===== src/rtl/bubble_ctrl_pkg.sv =====
`default_nettype none
// ============================================================================
//  Module      : bubble_ctrl_pkg
//  Description : Shared opcodes, state encodings, ALUOp codes and opcode
//                classes for the BUBBLE multi-cycle control sequencer.
//  Revision    : 1.0 - initial release
// ============================================================================
package bubble_ctrl_pkg;

    // Primary opcodes (instr[31:26])
    localparam logic [5:0] OP_RTYPE = 6'b000000;
    localparam logic [5:0] OP_LW    = 6'b100011;
    localparam logic [5:0] OP_SW    = 6'b101011;
    localparam logic [5:0] OP_BEQ   = 6'b000100;
    localparam logic [5:0] OP_ADDI  = 6'b001000;

    // Sequencer states
    typedef logic [2:0] state_t;
    localparam state_t c_st_idle   = 3'd0;
    localparam state_t c_st_fetch  = 3'd1;
    localparam state_t c_st_decode = 3'd2;
    localparam state_t c_st_exec   = 3'd3;
    localparam state_t c_st_mem    = 3'd4;
    localparam state_t c_st_wb     = 3'd5;

    // ALU operation requests
    localparam logic [1:0] c_aluop_add   = 2'b00;
    localparam logic [1:0] c_aluop_sub   = 2'b01;
    localparam logic [1:0] c_aluop_funct = 2'b10;

    // Instruction classes latched in DECODE
    typedef logic [2:0] class_t;
    localparam class_t c_cls_nop  = 3'd0;
    localparam class_t c_cls_r    = 3'd1;
    localparam class_t c_cls_lw   = 3'd2;
    localparam class_t c_cls_sw   = 3'd3;
    localparam class_t c_cls_beq  = 3'd4;
    localparam class_t c_cls_addi = 3'd5;
    localparam class_t c_cls_ill  = 3'd6;

    // Map a primary opcode onto its instruction class
    function automatic class_t decode_class(input logic [5:0] op);
        class_t cls;
        case (op)
            OP_RTYPE: cls = c_cls_r;
            OP_LW:    cls = c_cls_lw;
            OP_SW:    cls = c_cls_sw;
            OP_BEQ:   cls = c_cls_beq;
            OP_ADDI:  cls = c_cls_addi;
            default:  cls = c_cls_ill;
        endcase
        return cls;
    endfunction

endpackage
`default_nettype wire


===== src/rtl/bubble_mem_wait_timer.sv =====
`default_nettype none
// ============================================================================
//  Module      : bubble_mem_wait_timer
//  Description : Counts cycles spent waiting on mem_ready and flags when the
//                wait has reached MAX_WAIT.
//  Revision    : 1.0 - initial release
// ============================================================================
module bubble_mem_wait_timer #(
    parameter int MAX_WAIT = 15
) (
    input  logic clk,
    input  logic reset,
    input  logic i_active,   // sequencer is in a memory-wait state
    input  logic i_ready,    // memory completes this cycle
    output logic o_expired   // counter has reached MAX_WAIT
);

    localparam int c_CNT_W = (MAX_WAIT < 2) ? 1 : $clog2(MAX_WAIT + 1);

    logic [c_CNT_W-1:0] r_cnt;
    logic               w_expired;

    assign w_expired = (r_cnt == c_CNT_W'(MAX_WAIT));
    assign o_expired = w_expired;

    // Counter sits at zero outside FETCH/MEM so entering either starts fresh;
    // it saturates at MAX_WAIT while the sequencer bails out.
    always_ff @(posedge clk or posedge reset) begin
        if (reset) begin
            r_cnt <= '0;
        end else if (!i_active || i_ready) begin
            r_cnt <= '0;
        end else if (!w_expired) begin
            r_cnt <= r_cnt + c_CNT_W'(1);
        end
    end

endmodule
`default_nettype wire


===== src/rtl/bubble_multicycle_ctrl.sv =====
`default_nettype none
// ============================================================================
//  Module      : bubble_multicycle_ctrl
//  Description : Multi-cycle FETCH/DECODE/EXEC/MEM/WB control sequencer for
//                the BUBBLE datapath with memory handshake, wait timeout and
//                retired-instruction counter.
//  Revision    : 1.0 - initial release
// ============================================================================
module bubble_multicycle_ctrl
    import bubble_ctrl_pkg::*;
#(
    parameter int CNT_W    = 16,
    parameter int MAX_WAIT = 15
) (
    input  logic             clk,
    input  logic             reset,
    input  logic             run,
    input  logic [5:0]       opcode,
    input  logic [5:0]       funct,
    input  logic             zero,
    input  logic             mem_ready,
    output logic             RegDst,
    output logic             ALUSrc,
    output logic             MemtoReg,
    output logic             PCSrc,
    output logic             PCWrite,
    output logic             IRWrite,
    output logic             RegWrite,
    output logic             mem_req,
    output logic             mem_we,
    output logic [1:0]       ALUOp,
    output logic             illegal,
    output logic             timeout,
    output logic [CNT_W-1:0] inst_count,
    output logic             busy
);

    state_t           r_state;
    state_t           w_next_state;
    class_t           r_class;
    class_t           w_dec_class;
    logic             r_illegal;
    logic             r_timeout;
    logic [CNT_W-1:0] r_inst_count;
    logic             w_retire;
    logic             w_set_illegal;
    logic             w_set_timeout;
    logic             w_wait_active;
    logic             w_expired;
    logic             w_unused_funct;

    // funct is interpreted by the downstream ALU control when ALUOp=10
    assign w_unused_funct = ^funct;

    assign w_dec_class   = decode_class(opcode);
    assign w_wait_active = (r_state == c_st_fetch) || (r_state == c_st_mem);

    assign busy       = (r_state != c_st_idle);
    assign illegal    = r_illegal;
    assign timeout    = r_timeout;
    assign inst_count = r_inst_count;

    bubble_mem_wait_timer #(
        .MAX_WAIT (MAX_WAIT)
    ) u_wait_timer (
        .clk       (clk),
        .reset     (reset),
        .i_active  (w_wait_active),
        .i_ready   (mem_ready),
        .o_expired (w_expired)
    );

    // State register; reset drops straight to IDLE so no late pulses escape
    always_ff @(posedge clk or posedge reset) begin
        if (reset) begin
            r_state <= c_st_idle;
        end else begin
            r_state <= w_next_state;
        end
    end

    // Instruction class captured once per instruction in DECODE
    always_ff @(posedge clk or posedge reset) begin
        if (reset) begin
            r_class <= c_cls_nop;
        end else if (r_state == c_st_decode) begin
            r_class <= w_dec_class;
        end
    end

    // Sticky error flags and the wrapping retirement counter
    always_ff @(posedge clk or posedge reset) begin
        if (reset) begin
            r_illegal    <= 1'b0;
            r_timeout    <= 1'b0;
            r_inst_count <= '0;
        end else begin
            if (w_set_illegal) r_illegal <= 1'b1;
            if (w_set_timeout) r_timeout <= 1'b1;
            if (w_retire)      r_inst_count <= r_inst_count + CNT_W'(1);
        end
    end

    // Next-state and Moore control decode (FETCH/EXEC add handshake/zero terms)
    always_comb begin
        w_next_state  = r_state;
        w_retire      = 1'b0;
        w_set_illegal = 1'b0;
        w_set_timeout = 1'b0;
        RegDst        = 1'b0;
        ALUSrc        = 1'b0;
        MemtoReg      = 1'b0;
        PCSrc         = 1'b0;
        PCWrite       = 1'b0;
        IRWrite       = 1'b0;
        RegWrite      = 1'b0;
        mem_req       = 1'b0;
        mem_we        = 1'b0;
        ALUOp         = c_aluop_add;

        case (r_state)
            c_st_idle: begin
                if (run) w_next_state = c_st_fetch;
            end

            c_st_fetch: begin
                mem_req = 1'b1;
                if (mem_ready) begin
                    IRWrite      = 1'b1;
                    PCWrite      = 1'b1;
                    w_next_state = c_st_decode;
                end else if (w_expired) begin
                    w_set_timeout = 1'b1;
                    w_next_state  = c_st_idle;
                end
            end

            c_st_decode: begin
                if (w_dec_class == c_cls_ill) begin
                    w_set_illegal = 1'b1;
                    w_next_state  = run ? c_st_fetch : c_st_idle;
                end else begin
                    w_next_state = c_st_exec;
                end
            end

            c_st_exec: begin
                case (r_class)
                    c_cls_r: begin
                        ALUOp        = c_aluop_funct;
                        w_next_state = c_st_wb;
                    end
                    c_cls_lw, c_cls_sw: begin
                        ALUSrc       = 1'b1;
                        w_next_state = c_st_mem;
                    end
                    c_cls_addi: begin
                        ALUSrc       = 1'b1;
                        w_next_state = c_st_wb;
                    end
                    c_cls_beq: begin
                        ALUOp        = c_aluop_sub;
                        PCSrc        = zero;
                        PCWrite      = zero;
                        w_retire     = 1'b1;
                        w_next_state = run ? c_st_fetch : c_st_idle;
                    end
                    default: begin
                        w_next_state = c_st_idle;
                    end
                endcase
            end

            c_st_mem: begin
                mem_req = 1'b1;
                mem_we  = (r_class == c_cls_sw);
                if (mem_ready) begin
                    if (r_class == c_cls_sw) begin
                        w_retire     = 1'b1;
                        w_next_state = run ? c_st_fetch : c_st_idle;
                    end else begin
                        w_next_state = c_st_wb;
                    end
                end else if (w_expired) begin
                    w_set_timeout = 1'b1;
                    w_next_state  = c_st_idle;
                end
            end

            c_st_wb: begin
                RegWrite     = 1'b1;
                RegDst       = (r_class == c_cls_r);
                MemtoReg     = (r_class == c_cls_lw);
                w_retire     = 1'b1;
                w_next_state = run ? c_st_fetch : c_st_idle;
            end

            default: begin
                w_next_state = c_st_idle;
            end
        endcase
    end

endmodule
`default_nettype wire


===== config.mk =====
export PLATFORM = sky130hd
export DESIGN_NAME = bubble_multicycle_ctrl
export DESIGN_NICKNAME = d
export VERILOG_FILES = /design/src/rtl/bubble_ctrl_pkg.sv /design/src/rtl/bubble_mem_wait_timer.sv /design/src/rtl/bubble_multicycle_ctrl.sv
export SDC_FILE = /design/constraint.sdc
export NUM_CORES = 1
export LEC_CHECK = 0
export ABC_AREA = 1
export CORE_MARGIN = 3
export CORE_UTILIZATION = 53
export DETAILED_ROUTE_END_ITERATION = 10
export PLACE_DENSITY_LB_ADDON = 0.25
export SLEW_MARGIN = 10
export SYNTH_ARGS = -nofsm -noshare
export SYNTH_HDL_FRONTEND = slang
export SYNTH_HIERARCHICAL = 1
export SYNTH_SLANG_ARGS = --single-unit

===== constraint.sdc =====
create_clock -name clk -period 3.7 [get_ports clk]
set_clock_uncertainty 0.1 [all_clocks]
set_input_delay 0.37 -clock clk [delete_from_list [all_inputs] [get_ports clk]]
set_output_delay 0.37 -clock clk [all_outputs]
set_load 0.005 [all_outputs]

==> metrics list, run 1 <==
- The run finished with clean final reports.
- Total wire length after detailed routing: 3810 um
* Final Util: between 70% and 80%
- For the worst flop-to-flop path, the logic depth is 8.
- Once the clock tree was built, the setup fixing pass inserted 0 buffers.
* Slew at the pin closest to its max-slew limit: ~0.9 ns
- CTS saw 28 sinks.
- Switch Pwr: between 0.3 and 0.4 mW
* Clock root buffer: sky130_fd_sc_hd__clkbuf_4
* Share of synthesized area occupied by flip-flops and latches: roughly 38%
* Min Tclk post-route: between 2 and 2.5 ns
- Post-DP HPWL: ~3000 um
- Number of iterations in the first detailed-routing pass: 4
* Startpoint of the most critical register-to-register path: inst_count[0]
- Wire segments on met3 add up to around 230 um in the final route.
* Die outline area: roughly 4200 um2
- Synthesis produced a netlist with a net count of 270.
- Die Y: between 60 and 70 um
- Combinational logic burns 37.5% of the power.
- After detailed routing, the number of remaining DRC violations is 0.
- In the final design database the tool counted 312 nets.
* PortBufs: 40
- VDD IR max: around 0.30 mV
- The library cell used most frequently in the layout, excluding fill and tap cells, is sky130_fd_sc_hd__nand2_1.
* Final setup viols: 0
* Vias per inst: ~5.1
- Pin count of the biggest net entering global routing: 27
- Worst reg2reg endpoint: inst_count[14]
- Netlist cell types: 29
- Crit path setup slack, layout: 1.22 ns
* Clock network power share: approximately 20%
* Number of standard cells in the final layout excluding fillers: about 340
* Highest Clock Rate: ~0.40 GHz
- Post-synthesis instance area: about 1800 um2
* Required @ worst endpoint: approximately 3.2 ns
* Routed length on met1: between 1500 and 2000 um
- Final weighted congestion in routability-driven placement: around 0.9
* Vias in the first global route: 1,552
- Sequential share of power: between 40% and 50%
- Arr. time, crit path: ~2.0 ns
* Remaining global-route overflow: 0
* Commonest cells after routing, fill and taps aside: 69 x sky130_fd_sc_hd__nand2_1, 40 x sky130_fd_sc_hd__clkdlybuf4s50_1, 38 x sky130_fd_sc_hd__inv_1
* Total leakage power: roughly 1.1 nW
- Row generation in the floorplan step produced 20 rows.
* CP Launch Type: flop
- No sink is reached through more buffers than the 2 on the longest clock path.
- The worst register-to-register path has a setup slack of ~1.9 ns.
* Count of yosys warnings during synthesis: 6
- Routed len/inst: approximately 11 um
- The count of final max-slew check failures is 0.
- The number of endpoints with negative hold slack in the final report was 0.
- The initial utilization of the core area, before any placement, comes to slightly below 60%.
- Timing analysis after detailed placement gives a worst setup slack of approximately 1.3 ns.
* Number of buffers added by the clock tree synthesis step: 3
- Global routing used between 10% and 20% of the available tracks.
- For the worst-skew pair, the clock arrives at the later sink with an insertion delay of approximately 0.33 ns.
- Sw Ratio: roughly 38%
- The total area inside the core boundary comes to ~3200 um2.
- Tcrit/Tclk final: around two thirds
- Horizontal extent of the die: about 65 um
- Number of antenna-violating nets in the routed design: 0
- The worst hold path belongs to the class primary input to asynchronous set/reset pin.
- The tool flagged a number of max-cap violations equal to 0.
- Summed over all nets, wire length on met2 after detailed routing comes to between 1500 and 2000 um.
- Total via count in the routed design: between 1,500 and 2,000
* Initial antenna violation count: 0
- The number of placed instances, taps included, is around 330.
- The first global-routing pass estimated 6710 um of wire.
- In this run, post-CTS hold repair placed 0 buffers.
* Total negative setup slack: 0 ns
- STA classifies the critical path endpoint as an output pin.
* Synthesized area per cell: 7.26 um2
* Highest metal layer with signal wires: met4
* # resized after CTS: 0
- Clock-pin slew was measured on the worst setup and hold paths at between 0.15 and 0.2 ns.
* Clock tree from TritonCTS: built
* Area growth syn-to-layout: 25.6%
* RSZ-0062 raised after global routing: false
- The cell count after synthesis came out at 251.
- In this run the worst path has a maximum fanout of 9.
- Ant. Diodes: 0
- Flip-flop and latch count after synthesis: 28
- Share of post-route cells with drive strength above 1: under 10%
* Worst setup path class: flop to output pin
- Internal power: about 0.65 mW
- CTS built an H-tree with a depth of 1.
- Relative slew margins: between 30 and 40%
- For this design the top-level I/O count stands at between 40 and 50.
- For this design the ratio of total power to cell area is about 450 nW/um2.
* Initial DRC count: around 100
through the flow:
step / cell area (um2) / hold WS, ns / total power, mW
finish: 2290 / 0.119 / 1.04
global route: 2290 / 0.114 / 1.13
CTS: 2290 / 0.122 / 1.04
detailed placement: 2240 / 0.354 / 0.842
global placement: 2240 / 0.343 / 0.834
floorplan: 1820 / 0.0361 / 0.703
routing by layer:
layer,global-route usage [%],vias up
li1,-,883
met2,31.3,52
met3,3.12,2
met1,28.2,768
met5,0,-
met4,5.01,0
how the worst max path moves through the flow:
stage,depth (start not counted),to,slack [ns],from
floorplan,8,inst_count[14],2.14,inst_count[0]
global placement,4,PCWrite,1.34,mem_ready
detailed placement,4,PCWrite,1.34,mem_ready
CTS,5,PCWrite,1.20,r_state[0]
global route,5,PCWrite,1.02,r_state[0]
finish,4,PCWrite,1.22,r_state[2]
Yosys cell counts:
cell type / instances / area [um2]
sky130_fd_sc_hd__nor3_1: 8 / 40.0
sky130_fd_sc_hd__a22oi_1: 1 / 7.51
sky130_fd_sc_hd__nand2_1: 69 / 259
sky130_fd_sc_hd__nor3_4: 1 / 16.3
sky130_fd_sc_hd__nand3_2: 4 / 40.0
sky130_fd_sc_hd__o31ai_1: 1 / 7.51
sky130_fd_sc_hd__o211ai_1: 1 / 7.51
sky130_fd_sc_hd__nor2_1: 28 / 105
sky130_fd_sc_hd__nand2_2: 2 / 12.5
sky130_fd_sc_hd__nand2_4: 1 / 11.3
sky130_fd_sc_hd__buf_8: 2 / 30.0
sky130_fd_sc_hd__xor2_1: 7 / 61.3
sky130_fd_sc_hd__inv_1: 38 / 143
sky130_fd_sc_hd__nand4_1: 9 / 56.3
sky130_fd_sc_hd__dfrtp_1: 28 / 701
sky130_fd_sc_hd__xnor2_1: 1 / 8.76
sky130_fd_sc_hd__nand3b_1: 2 / 15.0
sky130_fd_sc_hd__buf_6: 1 / 11.3
sky130_fd_sc_hd__inv_2: 1 / 3.75
sky130_fd_sc_hd__nand3_4: 1 / 17.5
sky130_fd_sc_hd__nor2_4: 3 / 33.8
sky130_fd_sc_hd__o22ai_1: 1 / 6.26
sky130_fd_sc_hd__ha_1: 2 / 25.0
sky130_fd_sc_hd__a21oi_1: 3 / 15.0
sky130_fd_sc_hd__o21bai_1: 1 / 7.51
sky130_fd_sc_hd__nand3_1: 17 / 85.1
sky130_fd_sc_hd__a21o_1: 1 / 7.51
sky130_fd_sc_hd__nor4_1: 2 / 12.5
sky130_fd_sc_hd__o21ai_0: 15 / 75.1
power groups by stage:
stage,Combinational [mW],Sequential [mW],Clock (mW)
2_1_floorplan,0.273,0.430,0
3_3_place_gp,0.384,0.450,0
3_5_place_dp,0.391,0.451,0
4_1_cts,0.393,0.445,0.206
5_1_grt,0.450,0.459,0.221
6_report,0.390,0.446,0.203
cell families (layout without fill, tap and decap cells):
group / Yosys count / in the layout / share of synthesized area [%]
adder cells (fa/ha/maj): 2 / 2 / 1.37
flip-flops: 28 / 28 / 38.5
XOR/XNOR: 8 / 8 / 3.85
AND/OR/NAND/NOR: 147 / 147 / 38.7
AO/OA/AOI/OAI: 24 / 24 / 7.35
buffers and inverters: 42 / 83 / 10.3
final cells by class:
cell class	count	area [um2]
clock buffer	3	22.5
clock inverter	1	30.0
fill	262	865
inverter	39	146
multi-input combinational	181	933
sequential	28	701
tap	44	55.1
timing repair buffer	40	400
worst max-delay path, stage by stage, from the launching register on:
cell and delay, ns:
sky130_fd_sc_hd__dfrtp_1 0.49, sky130_fd_sc_hd__nor3_4 0.24, sky130_fd_sc_hd__nand3_2 0.24, sky130_fd_sc_hd__o22ai_1 0.18, sky130_fd_sc_hd__clkdlybuf4s50_1 0.53
sequential cells by signal, indices dropped and copies added, names as in the netlist:
signal / flops
r_class: 3
u_wait_timer/r_cnt: 4
inst_count: 16
timeout: 1
r_state: 3
illegal: 1
Note: power is estimated with default switching activity, not from simulation.
==> run 2: changes to the inputs <==
Settings changed: CORE_UTILIZATION 53 to 49.
Clock period 3.7 ns to 2.3 ns, I/O delays scaled along.
==> metrics list, run 2 (synthesized netlist as in run 1, its figures left out) <==
- Clock Tree Buf Depth: 2 (unchanged)
* Total via count in the routed design: 1,695 (was 1,705)
- The nature of the critical path startpoint is a flop (unchanged).
- The post-cts hold buffer count is 0 (unchanged).
* Clock tree from TritonCTS: built (unchanged)
* Remaining global-route overflow: 0 (unchanged)
- RSZ-0062 raised after global routing: false (unchanged).
- Post-CTS clock slew at the launch and capture registers of the worst setup and hold paths: 0.09 ns (was 0.16 ns)
* Gr usage total: 18.7% (was 19.8%)
- The transition time of the tightest slew-check pin was 0.567 ns (was 0.901 ns).
* # resized after CTS: 0 (unchanged)
- Status: complete, no violations (unchanged).
- Initial antenna violation count: 0 (unchanged)
- The layout-stage area growth over the synthesis result was 26.8% (was 25.6%).
- The number of max-cap violations was 0 (unchanged).
- The via count of the first global-routing pass came to 1,473 (was 1,552).
* Most common cell after layout, fill and taps aside: sky130_fd_sc_hd__nand2_1 (unchanged)
- The total clock buffers created by CTS came to 3 (unchanged).
- The clock period could shrink to roughly 2.1 ns.
- Tcrit/Tclk final: 91.5%
- The depth of the most critical reg-to-reg path was 8 (unchanged).
* Highest Clock Rate: 0.475 GHz
- The kind of end point of the critical path was an output pin (unchanged).
- The clock tree root driver cell is sky130_fd_sc_hd__clkbuf_8 (was sky130_fd_sc_hd__clkbuf_4).
- Top-level port count: 47 (unchanged)
- Arr. time, crit path: 1.78 ns (was 2.01 ns)
* Pin count of the biggest net entering global routing: 27 (unchanged)
- Total wire length after detailed routing: 3810 um (about the same)
* Worst setup path class: flop to output pin (unchanged)
- The horizontal extent of the die came to 67.0 um (was 64.6 um).
- Largest fanout on the critical path: 5 (was 9)
- The relative slew slack is 61.9% (was 39.9%).
- The post-CTS setup buffer count came to 0 (unchanged).
- Pwr dens: 697 nW/um2 (was 454 nW/um2)
* Flip-flop count of the largest register, all copies and words added: 16 (unchanged)
- The count of final setup violators is 0 (unchanged).
* Initial DRC count: 74 (was 104)
- The clock latency at the later pin of the worst-skew pair came to 0.27 ns (was 0.33 ns).
- Wire length of the first global-routing pass: 6460 um (was 6710 um)
- Initial cell density of the core: 52.5% (was 57.8%)
* Die Y: 67.0 um (was 64.6 um)
- Worst reg2reg endpoint: inst_count[14] (unchanged)
* Final hold vios: 0 (unchanged)
- Commonest cells after routing, fill and taps aside: 69 x sky130_fd_sc_hd__nand2_1, 40 x sky130_fd_sc_hd__clkdlybuf4s50_1, 38 x sky130_fd_sc_hd__inv_1 (unchanged)
* Hold crit path type: primary input to asynchronous set/reset pin (unchanged)
- The detailed-route wire length per cell was 11.2 um (was 11.3 um).
* Number of antenna-violating nets in the routed design: 0 (unchanged)
- Count of standard-cell rows: 21 (was 20)
* Worst hold margin: 0.0580 ns (was 0.119 ns)
- The post-route setup TNS came to 0 ns (unchanged).
- Reg2Reg Setup Slack: 0.57 ns (was 1.88 ns)
* Number of levels the H-tree was split into: 1 (unchanged)
- The total number of nets in the final design came to 316 (was 312).
- The number of filler cells placed in the layout is 332 (was 262).
- Total leakage power: 1.08 nW (was 1.07 nW)
- The count of antenna diodes in the layout is 0 (unchanged).
- Core region area: 3470 um2 (was 3150 um2)
- Vias per inst: 4.97 (was 5.07)
- The number of iterations in the first detailed-routing pass was 4 (unchanged).
- The weighted congestion reported at the end of routability-driven placement is 0.832 (was 0.897).
- The final HPWL from detailed placement was 2990 um (about the same).
- DR DRC count: 0 (unchanged)
* Required @ worst endpoint: 1.97 ns (was 3.23 ns)
* Share of post-route cells with drive strength above 1: 6.78% (was 5.82%)
* Clock Sink Count: 28 (unchanged)
* Number of pins exceeding their max-slew limit in the final report: 0 (unchanged)
* Total power draw: 1.61 mW (was 1.04 mW)
- PortBufs: 40 (unchanged)
* Startpoint of the most critical register-to-register path: inst_count[0] (unchanged)
* Die outline area: 4490 um2 (was 4180 um2)
* VDD IR max: 0.540 mV (was 0.301 mV)
-- run 2: power breakdown --
group          total [mW]  switching (mW)  internal, mW
registers           0.719           0.138         0.581
logic               0.628           0.337         0.291
clock network       0.264           0.146         0.118
total                1.61           0.621         0.990
-- run 2: cell type report --
| type | count | area [um2] | area share, % |
|---|---|---|---|
| inverters | 39 | 146 | 6.34 |
| clock buffers | 3 | 41.3 | 1.79 |
| well taps | 46 | 57.6 | 2.49 |
| multi-input cells | 181 | 933 | 40.4 |
| repair buffers | 44 | 430 | 18.6 |
| flip-flops and latches | 28 | 701 | 30.3 |
-- run 2: layer usage --
layer | global-route usage, % | vias up | part of all wire, %
li1 | - | 895 | -
met1 | 25.7 | 759 | 48
met2 | 30.1 | 38 | 46
met3 | 3.88 | 3 | 5.1
met4 | 4.56 | 0 | 0.50
met5 | 0 | - | 0
-- run 2: worst max-delay path, cell delays in order, from the launching register on --
cell and delay [ns]:
sky130_fd_sc_hd__dfrtp_1 0.43, sky130_fd_sc_hd__nand2_2 0.10, sky130_fd_sc_hd__nor3_4 0.16, sky130_fd_sc_hd__nand3_2 0.15, sky130_fd_sc_hd__o22ai_1 0.13, sky130_fd_sc_hd__clkdlybuf4s50_1 0.52
-- run 2: through the flow --
step	utilization (%)	area (um2)	worst slack, ns	std cells
CTS	66.6	2310	0.180	341
detailed placement	65.4	2270	0.492	338
floorplan	-	1820	0.744	251
global placement	65.4	2270	0.497	338
global route	66.6	2310	0.0708	341
finish	66.6	2310	0.195	341
-- run 2: worst max path at each step --
stage / slack (ns) / depth (start not counted) / from / to
floorplan: 0.74 / 8 / inst_count[0] / inst_count[14]
global placement: 0.50 / 4 / mem_ready / PCWrite
detailed placement: 0.49 / 4 / mem_ready / PCWrite
CTS: 0.18 / 5 / r_state[0] / PCWrite
global route: 0.07 / 4 / r_state[0] / mem_req
finish: 0.19 / 5 / r_state[0] / PCWrite
